$ cat src/rtl/gpif_packet_padder.sv
// gpif_packet_padder
//
// Converts a fifo19 VITA packet stream into a raw 16-bit GPIF word stream
// cut into fixed frames of 2^FRAME_LOG2 words. Packet words pass straight
// through with zero latency. After a packet's eof the current frame is
// filled with PAD_WORD up to the frame boundary, so every packet starts on
// a frame boundary. Packets longer than a frame run across frames
// back-to-back, and only their last frame is padded.
//
// Optional build macro: GPIF_PAD_LEN_CHECK_EN
//   When defined, the VITA header length L (in 32-bit words) is latched on
//   sof. err_o is set, and stays set, when a packet's 16-bit word count is
//   not 2*L. When undefined, err_o is tied low and no checker logic is built.
//
// Ports:
//   clk          system clock
//   reset        synchronous, active-high reset
//   clear        synchronous clear, with the same effect as reset
//   data_i       {occ, eof, sof, data[15:0]}; occ is ignored
//   src_rdy_i    upstream word valid
//   dst_rdy_o    ready to accept data_i
//   data_o       GPIF word
//   src_rdy_o    data_o valid
//   dst_rdy_i    downstream ready
//   frame_end_o  data_o is the last word of a GPIF frame
//   state        FSM state, for debug (0 IDLE, 1 PKT, 2 PAD)
//   err_o        sticky length-mismatch flag
module gpif_packet_padder #(
  parameter int          FRAME_LOG2 = 8,
  parameter logic [15:0] PAD_WORD   = 16'h0000
) (
  input  logic        clk,
  input  logic        reset,
  input  logic        clear,
  input  logic [18:0] data_i,
  input  logic        src_rdy_i,
  output logic        dst_rdy_o,
  output logic [15:0] data_o,
  output logic        src_rdy_o,
  input  logic        dst_rdy_i,
  output logic        frame_end_o,
  output logic [1:0]  state,
  output logic        err_o
);

  typedef enum logic [1:0] {
    ST_IDLE = 2'd0,
    ST_PKT  = 2'd1,
    ST_PAD  = 2'd2
  } state_e;

  localparam logic [FRAME_LOG2-1:0] FCNT_LAST = {FRAME_LOG2{1'b1}};
  localparam logic [FRAME_LOG2-1:0] FCNT_ZERO = {FRAME_LOG2{1'b0}};
  localparam logic [FRAME_LOG2-1:0] FCNT_ONE  = {{(FRAME_LOG2-1){1'b0}}, 1'b1};

  state_e                state_q, state_d;
  logic [FRAME_LOG2-1:0] fcnt_q, fcnt_d;

  logic srst_s;
  logic sof_s;
  logic eof_s;
  logic in_pad_s;
  logic last_s;
  logic xfer_i_s;
  logic xfer_o_s;
  logic occ_unused_s;

  assign srst_s       = reset | clear;
  assign sof_s        = data_i[16];
  assign eof_s        = data_i[17];
  assign occ_unused_s = data_i[18];
  assign in_pad_s     = (state_q == ST_PAD);
  assign last_s       = (fcnt_q == FCNT_LAST);

  // Transfers are derived from the state directly rather than from the muxed
  // handshake outputs, which keeps the next-state logic free of comb loops.
  assign xfer_i_s = src_rdy_i & dst_rdy_i & ~in_pad_s;
  assign xfer_o_s = dst_rdy_i & (in_pad_s | src_rdy_i);

  // During padding the upstream is held off and pad words are offered.
  assign data_o      = in_pad_s ? PAD_WORD : data_i[15:0];
  assign src_rdy_o   = in_pad_s | src_rdy_i;
  assign dst_rdy_o   = dst_rdy_i & ~in_pad_s;
  assign frame_end_o = src_rdy_o & last_s;
  assign state       = state_q;

  // Frame word counter: advances on every word leaving, wraps at frame size.
  always_comb begin
    fcnt_d = fcnt_q;
    if (xfer_o_s) begin
      fcnt_d = fcnt_q + FCNT_ONE;
    end else begin
      fcnt_d = fcnt_q;
    end
  end

  // FSM next-state: an eof that is itself the frame's last word needs no pad.
  always_comb begin
    state_d = state_q;
    case (state_q)
      ST_IDLE: begin
        if (xfer_i_s && sof_s) begin
          if (!eof_s) begin
            state_d = ST_PKT;
          end else if (last_s) begin
            state_d = ST_IDLE;
          end else begin
            state_d = ST_PAD;
          end
        end else begin
          state_d = ST_IDLE;
        end
      end
      ST_PKT: begin
        // A sof seen mid-packet is ordinary data; there is no resync.
        if (xfer_i_s && eof_s) begin
          if (last_s) begin
            state_d = ST_IDLE;
          end else begin
            state_d = ST_PAD;
          end
        end else begin
          state_d = ST_PKT;
        end
      end
      ST_PAD: begin
        if (xfer_o_s && last_s) begin
          state_d = ST_IDLE;
        end else begin
          state_d = ST_PAD;
        end
      end
      default: begin
        state_d = ST_IDLE;
      end
    endcase
  end

  // State and frame counter registers; a clear abandons any partial frame.
  always_ff @(posedge clk) begin
    if (srst_s) begin
      state_q <= ST_IDLE;
      fcnt_q  <= FCNT_ZERO;
    end else begin
      state_q <= state_d;
      fcnt_q  <= fcnt_d;
    end
  end

`ifdef GPIF_PAD_LEN_CHECK_EN
  logic [15:0] len_q, len_d;
  logic [16:0] wcnt_q, wcnt_d;
  logic        err_q, err_d;
  logic [16:0] wcnt_inc_s;
  logic        start_s;
  logic        cont_s;

  assign start_s    = (state_q == ST_IDLE) & xfer_i_s & sof_s;
  assign cont_s     = (state_q == ST_PKT) & xfer_i_s;
  assign wcnt_inc_s = wcnt_q + 17'd1;

  // Length checker: compares the 16-bit word count with twice the header length.
  always_comb begin
    len_d  = len_q;
    wcnt_d = wcnt_q;
    err_d  = err_q;
    if (start_s) begin
      len_d  = data_i[15:0];
      wcnt_d = 17'd1;
      // A one-word packet has an odd count and can never equal 2*L.
      if (eof_s) begin
        err_d = 1'b1;
      end else begin
        err_d = err_q;
      end
    end else if (cont_s) begin
      wcnt_d = wcnt_inc_s;
      if (eof_s && (wcnt_inc_s != {len_q, 1'b0})) begin
        err_d = 1'b1;
      end else begin
        err_d = err_q;
      end
    end else begin
      wcnt_d = wcnt_q;
    end
  end

  // Length checker registers; err stays set until reset or clear.
  always_ff @(posedge clk) begin
    if (srst_s) begin
      len_q  <= 16'd0;
      wcnt_q <= 17'd0;
      err_q  <= 1'b0;
    end else begin
      len_q  <= len_d;
      wcnt_q <= wcnt_d;
      err_q  <= err_d;
    end
  end

  assign err_o = err_q;
`else
  assign err_o = 1'b0;
`endif

endmodule

$ cat config.mk
export PLATFORM = sky130hd
export DESIGN_NAME = gpif_packet_padder
export DESIGN_NICKNAME = d
export VERILOG_FILES = /design/src/rtl/gpif_packet_padder.sv
export SDC_FILE = /design/constraint.sdc
export NUM_CORES = 1
export LEC_CHECK = 0
export BUFFER_PORTS_ARGS = -buffer_cell sky130_fd_sc_hd__buf_2
export CELL_PAD_IN_SITES_DETAIL_PLACEMENT = 0
export CELL_PAD_IN_SITES_GLOBAL_PLACEMENT = 1
export CORE_MARGIN = 1
export CORE_UTILIZATION = 29
export DETAILED_ROUTE_END_ITERATION = 6
export PLACE_DENSITY = 0.82
export SLEW_MARGIN = 0
export SYNTH_ARGS = -nofsm -noshare
export SYNTH_HDL_FRONTEND = slang
export SYNTH_SLANG_ARGS = --single-unit
$ cat constraint.sdc
create_clock -name clk -period 3.8 [get_ports clk]
set_clock_uncertainty 0.2 [all_clocks]
set_input_delay 0.38 -clock clk [delete_from_list [all_inputs] [get_ports clk]]
set_output_delay 0.38 -clock clk [all_outputs]
set_load 0.01 [all_outputs]
### Yosys cells after proc, flatten, opt, wreduce, memory -nomap -nowiden

Index checks and enable logic that the tools add are counted.

* input bits: 24
* output and inout port bits: 22
* bits in registers: 10
* logic and storage cells: 25

* mux-type cells: 7
* add/subtract/negate cells: 1
* equal/unequal tests: 3
* reduce and logical (&&, ||, !) cells: 4
* bitwise operators: 8

Operator list (count)
* two-way mux 16 bit: 1
* two-way mux 2 bit: 5
* adder 8 x 1 -> 8 bit, second input constant: 1
* equality test 8 bit, second input constant: 1
* one-hot mux 2 bit (3 select lines): 1
* AND 1 bit: 5
* logical AND 1 bit: 3
* equality test 2 x 1 -> 1 bit, second input constant: 1
* equality test 2 bit, second input constant: 1
* logical NOT 2 bit: 1
* OR 1 bit: 2
* NOT 1 bit: 1

### Logic depth before layout (Yosys ltp)

* depth in word-level cells: 6
* gate-level depth with buffers: 5
* depth with buffers taken out: 5

### Worst setup path after synthesis

No wires, ideal clock.

* kind: register to output
* start: reg state_q[0] (netlist: state[0])
* end: out frame_end_o
* arrival time: 1185 ps
* stages on the path, launching flop included: 5
* buffers on the path: 1
* data required time: 3220 ps
* slack: 2035 ps
* cells stage by stage: dfxtp_1 > nand2b_4 > clkbuf_1 > nand2_1 > and4_1

* word-level cells in the longest chain between the ends: 3

RTL lines
* from (decl): RTL line 56 `state_e state_q, state_d;`
* from (signal assigned): RTL line 145 `state_q <= state_d;`
* equality test 2 bit: RTL line 72 `assign in_pad_s = (state_q == ST_PAD);`
* OR 1 bit: RTL line 82 `assign src_rdy_o = in_pad_s | src_rdy_i;`
* named net src_rdy_o: RTL line 39 `output logic src_rdy_o,`
* AND 1 bit: RTL line 84 `assign frame_end_o = src_rdy_o & last_s;`
* to (decl): RTL line 41 `output logic frame_end_o,`

The timed path passes the listed nets, and every way through them passes these cells.

### Worst setup path after layout

* start: reg fcnt_q[0]
* end: out frame_end_o

* word-level cells in the longest chain between the ends: 2

RTL lines
* from (decl): RTL line 57 `logic [FRAME_LOG2-1:0] fcnt_q, fcnt_d;`
* from (signal assigned): RTL line 146 `fcnt_q <= fcnt_d;`
* equality test 8 bit: RTL line 73 `assign last_s = (fcnt_q == FCNT_LAST);`
* AND 1 bit: RTL line 84

Every way passes these cells.

==> results.toml <==
[status]
outcome = "finished clean"

[placed_design]
dpl.hpwl_um = 1230
place.gp.congestion = 0.725
io_buffers = 43
placed_cell_area_um2 = 886
placed_cells = 143

[pwr]
p_total_w = 0.000248
peakVddDrop_uv = 176
swShare = 0.243
power.internal_w = 0.000187
power_leakage_nw = 0.431
pwr-share-seq = 0.432
p_comb_frac = 0.188
switching_power_w = 0.0000602
clockPowerShare = 0.381
power_per_cell_area_mw_per_mm2 = 268

[cells_and_area]
design_area_um2 = 922
area_growth_pct = 38.3
layout-drive-gt1-share = 0.442
nets = 146
final-instance-count-excl-fill = 147
n_antenna_cell = 0

[detailed_routing]
final_antenna_net_count = 0
drc = 0
firstDrtPassIters = 4
viasPerCell = 4.41
drt_iter0_drc = 8
wl_per_cell_um = 10.6
vias = 648
wirelength_um = 1560

[timing]
finalHoldViolCount = 0
fmax_mhz = 472
fin_crit_sh = 0.557
setup_tns_ns = 0
rsz0062_at_grt = "no"
period_needed_ns = 2.12
report.final.slew_viol_count = 0
finalSetupViolCount = 0

[logic_synthesis]
synth_top_family_by_area = "simple AND/OR/NAND/NOR gates"
synth-simple-area-share = 0.385
synth_seq_cells = 10
synth-compound-area-share = 0.133
synth_largest_area_cell = "dfxtp_1"
muxShareOfSynthArea = 0.0150
seq_area_frac_synth = 0.300
synth_nets = 103
netlist_top_cells_area = "dfxtp_1, and2_1, nor2_1, xor2_1, a2111oi_4"
synth_xor_area_frac = 0.0919
synth_edf_count = 0
ys.flop_type = "dfxtp_1"
synthCells = 78
yosys.area_share.adder = 0.0188
ys_types = 32
synth_area_um2 = 667
yosysTopAreaCellShare = 0.300
synth-async-reset-ratio = 0
yosysWarnings = 0
syn_avg_cell_area_um2 = 8.55

[die]
pin_count = 46
dieArea_mm2 = 0.00250
die_h_um = 50.0
rows = 16
core_area_mm2 = 0.00206
die_w_um = 50.0
initial_core_util = 0.323

[worst_setup_path]
worstSetupEndpointType = "output pin"
startpoint = "fcnt_q[0]"
cp.required_ns = 3.22
startpoint_type = "flip-flop"
criticalPathCategory = "reg -> out"
regToRegStartpoint = "state[1]"
path_cells = "ha_1 > and3_1 > and2_1 > and4_1 > buf_2"
worst_path_largest_cell_delay_ns = 0.41
cp_max_fo = 3
arrival_ns = 1.54
slowest_stage = "dfxtp_1"

[clock_tree]
cts_hold_buf = 0
cts-root-buf = "clkbuf_4"
cts_buffers = 3
path_clk_slew_ns = 0.07
ctsResizeCount = 0
clock_latency_ns = 0.26
h-tree-depth = 1
cts_sinks = 10
cts_setup_buffers = 0
cts_tree = "built"
cts_max_path_buffers = 2

[grt]
grt_max_degree = 24
grt_pass1_vias = 608
grt_pass1_wl_um = 2680
grtUsageTotal = 0.143
antenna_found_initial = 0
grt.overflow.total = 0

[worst_hold_path]
hp-start = "data_i[17]"
min_path_type = "in -> reg"

[job]
max_cap_violations = 0
-- path summary, 6_finish.rpt --
| path | to | slack [ns] | depth (start not counted) |
|---|---|---|---|
| worst max-delay path | frame_end_o | 1.68 | 5 |
| worst min-delay path | state[0] | 0.26 | 3 |
| worst max register to register | state[1] | 2.28 | 3 |
| worst min register to register | fcnt_q[4] | 0.34 | 2 |
-- area by class of cell --
class,instances,area [µm²]
clock buffer,4,36.3
timing repair buffer,43,215
sequential,10,200
fill,214,1140
multi-input combinational,62,433
tap,27,33.8
inverter,1,3.75
-- worst max-delay path, delay by kind of cell, from the launching register on --
kind                       cells  cell delay (ns)
and+or+nand+nor                3             0.54
buffers and inverters          1             0.12
adders and majority gates      1             0.20
DFF                            1             0.41
-- per-stage QoR --
step                hold WS (ns)  utilization  setup WS [ns]
CTS                        0.257        0.447           1.66
floorplan                  0.283            -           2.03
finish                     0.261        0.447           1.68
global placement           0.316        0.430           1.99
detailed placement         0.324        0.430           1.97
global route               0.276        0.447           1.55
-- flip-flops by register name, indices dropped and copies added, names as in the netlist --
signal	flops
fcnt_q	8
state	2
-- kinds of logic (layout without fill, tap and decap cells) --
kind of cell / count (synthesis) / in the layout
adders and majority gates: 1 / 1
muxes: 1 / 1
other: 1 / 1
xor gates and xnor gates: 7 / 7
and+or+nand+nor: 42 / 42
buffers and inverters: 6 / 48
DFF: 10 / 10
AOI/OAI and AO/OA: 10 / 10
-- cell usage after synthesis, drive strengths merged, types with 2 or more instances --
cell type	count
and3	2
o211ai	2
clkbuf	3
and2	19
nor2	10
xor2	4
a21oi	2
nand2	3
xnor2	3
dfxtp	10
buf	2
-- power by group through the flow --
| stage | clock network, W | logic (W) | registers, W |
|---|---|---|---|
| 3_3_place_gp | 0 | 0.0000462 | 0.000109 |
| 3_5_place_dp | 0 | 0.0000470 | 0.000109 |
| 4_1_cts | 0.0000977 | 0.0000472 | 0.000107 |
| 6_report | 0.0000943 | 0.0000464 | 0.000107 |
| 5_1_grt | 0.000106 | 0.0000519 | 0.000107 |
| 2_1_floorplan | 0 | 0.0000249 | 0.000109 |
-- per-layer routing --
metal	GRT usage	share of wire
met1	0.159	0.42
met2	0.261	0.52
met3	0.0370	0.052
met4	0.0429	0.0077
met5	0	0
-- layout by cell type, fill, tap and decap left out, drive strengths merged, types with 2 or more instances in the layout --
cell type	Yosys	routed
xor2	4	4
nor2	10	10
and2	19	19
xnor2	3	3
buf	2	43
clkbuf	3	4
o211ai	2	2
nand2	3	3
and3	2	2
dfxtp	10	10
a21oi	2	2
No activity file was read; power rests on OpenSTA's default activity.
